**config.mk**
```make
export PLATFORM = sky130hd
export DESIGN_NAME = bcd_count_ctrl
export DESIGN_NICKNAME = d
export VERILOG_FILES = /design/src/rtl/bcd_ctrl_pkg.sv /design/src/rtl/bcd_carry_gen.sv /design/src/rtl/bcd_count_ctrl.sv
export SDC_FILE = /design/constraint.sdc
export NUM_CORES = 1
export LEC_CHECK = 0
export ABC_AREA = 1
export CORE_MARGIN = 4
export CORE_UTILIZATION = 43
export DETAILED_ROUTE_END_ITERATION = 6
export GPL_ROUTABILITY_DRIVEN = 0
export PLACE_DENSITY = 0.79
export SYNTH_ARGS = -nofsm -noshare
export SYNTH_HDL_FRONTEND = slang
export SYNTH_SLANG_ARGS = --single-unit
```
**constraint.sdc**
```tcl
create_clock -name CLK -period 1.4 [get_ports CLK]
set_input_delay 0.28 -clock CLK [delete_from_list [all_inputs] [get_ports CLK]]
set_output_delay 0.28 -clock CLK [all_outputs]
set_load 0.01 [all_outputs]
```
**src/rtl/bcd_ctrl_pkg.sv**
```systemverilog
// Shared types and helpers for the multi-digit BCD counter controller.
package bcd_ctrl_pkg;

    typedef enum logic [1:0] {
        IDLE = 2'd0,
        LOAD = 2'd1,
        RUN  = 2'd2,
        DONE = 2'd3
    } state_t;

    localparam logic [3:0]  BCD_MAX    = 4'd9;
    localparam int unsigned MAX_DIGITS = 16;

    // Only the low n nibbles are examined; callers zero-extend narrower vectors.
    function automatic logic is_bcd_vec(input logic [4*MAX_DIGITS-1:0] v,
                                        input int unsigned n);
        logic ok;
        ok = 1'b1;
        for (int unsigned i = 0; i < MAX_DIGITS; i++) begin
            if ((i < n) && (v[4*i +: 4] > BCD_MAX))
                ok = 1'b0;
        end
        return ok;
    endfunction

endpackage

```
**src/rtl/bcd_carry_gen.sv**
```systemverilog
// Ripple-of-nines enable generator: digit i counts when every lower digit is 9.
module bcd_carry_gen
    import bcd_ctrl_pkg::*;
#(
    parameter int unsigned DIGITS = 4
) (
    input  logic [4*DIGITS-1:0] Q,
    input  logic                count_en,
    output logic [DIGITS-1:0]   Enable
);

    logic w_carry;

    always_comb begin
        w_carry = count_en;
        Enable  = '0;
        for (int unsigned i = 0; i < DIGITS; i++) begin
            Enable[i] = w_carry;
            w_carry   = w_carry && (Q[4*i +: 4] == BCD_MAX);
        end
    end

endmodule

```
**src/rtl/bcd_count_ctrl.sv**
```systemverilog
// Sequencing controller for a bank of decade counters: load preset, count on
// tick until the bank reads the target, then pulse done.
module bcd_count_ctrl
    import bcd_ctrl_pkg::*;
#(
    parameter int unsigned DIGITS = 4
) (
    input  logic                CLK,
    input  logic                MR,
    input  logic                cmd_valid,
    output logic                cmd_ready,
    input  logic [4*DIGITS-1:0] cmd_preset,
    input  logic [4*DIGITS-1:0] cmd_target,
    input  logic                tick,
    input  logic                pause,
    input  logic                abort,
    input  logic [4*DIGITS-1:0] Q,
    output logic [DIGITS-1:0]   Load,
    output logic [DIGITS-1:0]   Enable,
    output logic [4*DIGITS-1:0] P,
    output logic                busy,
    output logic                done,
    output logic                err
);

    state_t r_state;
    state_t w_next;

    logic [4*DIGITS-1:0]   r_p;
    logic [4*DIGITS-1:0]   r_target;
    logic                  r_err;
    logic [4*MAX_DIGITS-1:0] w_pre_ext;
    logic [4*MAX_DIGITS-1:0] w_tgt_ext;
    logic                  w_accept;
    logic                  w_cmd_ok;
    logic                  w_match;
    logic                  w_count_en;

    assign w_pre_ext = (4*MAX_DIGITS)'(cmd_preset);
    assign w_tgt_ext = (4*MAX_DIGITS)'(cmd_target);
    assign w_cmd_ok  = is_bcd_vec(w_pre_ext, DIGITS) && is_bcd_vec(w_tgt_ext, DIGITS);
    assign w_accept  = cmd_valid && (r_state == IDLE);
    assign w_match   = (Q == r_target);

    always_ff @(posedge CLK or posedge MR) begin
        if (MR) begin
            r_state  <= IDLE;
            r_p      <= '0;
            r_target <= '0;
            r_err    <= 1'b0;
        end else begin
            r_state <= w_next;
            r_err   <= w_accept && !w_cmd_ok;
            if (w_accept && w_cmd_ok) begin
                r_p      <= cmd_preset;
                r_target <= cmd_target;
            end
        end
    end

    // Abort outranks a target match, and a match outranks tick.
    always_comb begin
        w_next     = r_state;
        cmd_ready  = 1'b0;
        busy       = 1'b1;
        done       = 1'b0;
        Load       = '0;
        w_count_en = 1'b0;
        case (r_state)
            IDLE: begin
                cmd_ready = 1'b1;
                busy      = 1'b0;
                if (w_accept && w_cmd_ok)
                    w_next = LOAD;
            end
            LOAD: begin
                Load   = '1;
                w_next = RUN;
            end
            RUN: begin
                if (abort)
                    w_next = IDLE;
                else if (w_match)
                    w_next = DONE;
                else
                    w_count_en = tick && !pause;
            end
            DONE: begin
                done   = 1'b1;
                w_next = IDLE;
            end
            default: w_next = IDLE;
        endcase
    end

    bcd_carry_gen #(
        .DIGITS (DIGITS)
    ) u_carry (
        .Q        (Q),
        .count_en (w_count_en),
        .Enable   (Enable)
    );

    assign P   = r_p;
    assign err = r_err;

endmodule
```
==> results.sh <==
export IMPL_finalCritPeriodShare_pct=141.6
export IMPL_internal_power_uw=2799
export IMPL_synthTopCellsByArea="dfrtp_1 (45%), nand2_1 (15%), inv_1 (11%)"
export IMPL_via_count=2222
export IMPL_syn_nets=319
export IMPL_p_switching_uw=1641
export IMPL_fp_row_count=24
export IMPL_wl_per_cell_um=16.36
export IMPL_stdcell_area_um2=3667
export IMPL_insertion_delay_ps=300
export IMPL_place_worst_setup_slack_ps=-882.7
export IMPL_finClkSkew_ps=6.858
export IMPL_whs_path_depth=3
export IMPL_grt_pass1_vias=2291
export IMPL_synth_edf_count=0
export IMPL_setup_violations=44
export IMPL_ys_ff_latch=35
export IMPL_dieArea_um2=5684
export IMPL_syn_cell_area_um2=1953
export IMPL_holdCritPathClass="in2reg"
export IMPL_start_kind="register"
export IMPL_core_area_um2=4384
export IMPL_final_antenna_net_count=0
export IMPL_synth_distinct_cells=19
export IMPL_drive_gt1_share_pct=37.66
export IMPL_die_w_um=75.40
export IMPL_synth_top_cell_area_share_pct=44.84
export IMPL_reg2reg_from="r_target[14]"
export IMPL_slew_viol_final=0
export IMPL_power_frac_seq_pct=34.7
export IMPL_ys_flop_type="dfrtp_1"
export IMPL_synth_most_common_cell="nand2_1"
export IMPL_drc=0
export IMPL_track_usage_pct=23.92
export IMPL_drtIter0Drc=149
export IMPL_seq_area_frac_synth_pct=44.84
export IMPL_critPathKind="reg2out"
export IMPL_final_min_clock_period_ps=1983
export IMPL_clock_sinks=35
export IMPL_p_clk_share_pct=17.7
export IMPL_worst_pin_slew_ps=319.7
export IMPL_dieHeight_um=75.40
export IMPL_rsz0062_at_grt="yes"
export IMPL_num_io_pins=82
export IMPL_syn_area_per_cell_um2=7.370
export IMPL_synth_common_cells="nand2_1 (77), inv_1 (59), dfrtp_1 (35), nor2_1 (31), o21ai_1 (21)"
export IMPL_end_kind="output pin"
export IMPL_worstPathArrival_ps=1700
export IMPL_p_leak_uw=0.002077
export IMPL_grt_max_degree=36
export IMPL_hold_violations=0
export IMPL_r2r_worst_path_cells=15
export IMPL_violations="setup timing"
export IMPL_cts_max_path_buffers=2
export IMPL_yosysWarnings=0
export IMPL_power_frac_comb_pct=47.6
export IMPL_start_util_pct=44.55
export IMPL_grt_pass1_wl_um=10200
export IMPL_ir_drop_mv=1.028
export IMPL_cts_tree="done"
export IMPL_antenna_cells=0
export IMPL_clk_pin_slew_ps=80
export IMPL_relSlewSlack_pct=78.49
export IMPL_layout_nets=454
export IMPL_htreeDepth=2
export IMPL_holdPathEnd="P[9]"
export IMPL_portBuffers=81
export IMPL_dpl_hpwl_um=3978
export IMPL_gr_total_overflow=0
export IMPL_place_area_um2=3039
export IMPL_area_growth_pct=87.76
export IMPL_regToRegSetupSlack_ps=-400
export IMPL_netlist_instances=265
export IMPL_synth_largest_area_cell="dfrtp_1"
export IMPL_cp_required_ps=1120
export IMPL_fillCellCount=243
export IMPL_first_pass_iters=4
export IMPL_wirelength_um=7413
export IMPL_async_flop_share_pct=100.0
export IMPL_holdBufCountCts=0
export IMPL_setup_ws_ps=-582.9
export IMPL_fmax_ghz=0.5043
export IMPL_cts_buffers=5
export IMPL_via_per_inst=4.905
export IMPL_cellPowerDensity_nw_per_um2=1211
export IMPL_min_delay_start="cmd_preset[9]"
export IMPL_cts_root_buf="clkbuf_8"
export IMPL_antenna_found_initial=1
export IMPL_r2r_end="r_state[0]"
export IMPL_cp_max_fo=3
export IMPL_cap_violations=0
export IMPL_outcome="finished, violations left"
export IMPL_swShare_pct=36.96
## cells by family (layout without fill, tap and decap cells)
logic type      count (synthesis)  count (layout)  share of synthesized area [%]
simple gates                  117             117                          24.28
buf+inv                        70             206                          16.98
compound gates                 43              43                          13.90
flops                          35              35                          44.84
## worst max-delay path by stage
stage	slack (ps)	depth (start not counted)	endpoint	startpoint
after floorplan	20	9	Enable[3]	r_target[9]
after global placement	-860	10	Enable[3]	Q[13]
after detailed placement	-880	11	Enable[3]	Q[7]
after CTS	-510	10	Enable[3]	r_target[13]
after global routing	-680	11	Enable[2]	Q[2]
final	-580	10	Enable[3]	r_target[14]
## power groups by stage
stage	Combinational [µW]	Clock, µW	Sequential, µW
2_1_floorplan	689	0	1540
3_3_place_gp	1670	0	1470
3_5_place_dp	1720	0	1480
4_1_cts	1830	757	1520
5_1_grt	2270	814	1570
6_report	2110	787	1540
## registers in the layout, summed over array words and instances, names as in the netlist
signal / cells
P: 16
err: 1
r_state: 2
r_target: 16
## critical path, stage by stage, from the launching register on
cell	delay, ps
dfrtp_1	410
nand2_1	90
inv_1	40
nor2_1	80
nor2_1	50
nand2_1	80
nor2_1	50
nand2_1	90
nand4_1	170
nor3_2	170
buf_2	160
## stage by stage
stage          std cells  power, µW  hold slack [ps]  setup TNS (ps)  utilization (%)
2_1_floorplan        265       2231            410.3               0                -
3_3_place_gp         428       3148            466.3          -19230            69.32
3_5_place_dp         428       3202            472.4          -18780            69.32
4_1_cts              451       4103            328.7           -9657            78.82
5_1_grt              453       4658            302.1          -14710            83.65
6_report             453       4440            296.1          -10020            83.65
## cell usage in the layout (no fill, tap or decap), drive strengths merged, types with 3 or more instances in the layout
cell type and instances:
nand2 77, buf 69, inv 59, dfrtp 35, nor2 32, clkdlybuf4s50 31, o21ai 27, dlygate4sd2 25
a21oi 16, dlymetal6s2s 14, clkbuf 5, nor3 3, nand4 3
## metal layers
metal / wire length, µm / track usage, %
met3: 594 / 8.047
met1: 2642 / 25.08
met4: 231 / 8.738
met5: 13 / 0
met2: 3930 / 44.10
## what timing repair did
action / CTS / global route
resized for setup: 134 / 57
cloned: 5 / 0
buffers inserted: 10 / 5
endpoints found under the setup margin: 61 / 44
pin swaps: 14 / 16
## final cells by class
class	instances	area [µm²]	share of cell area, %
clock buffers	5	68.82	1.876
clock inverters	3	20.02	0.5459
inverters	59	224.0	6.107
multi-input cells	160	1003	27.36
flip-flops and latches	35	875.8	23.88
well taps	52	65.06	1.774
repair buffers	139	1410	38.45
No activity file was read; power rests on OpenSTA's default activity.
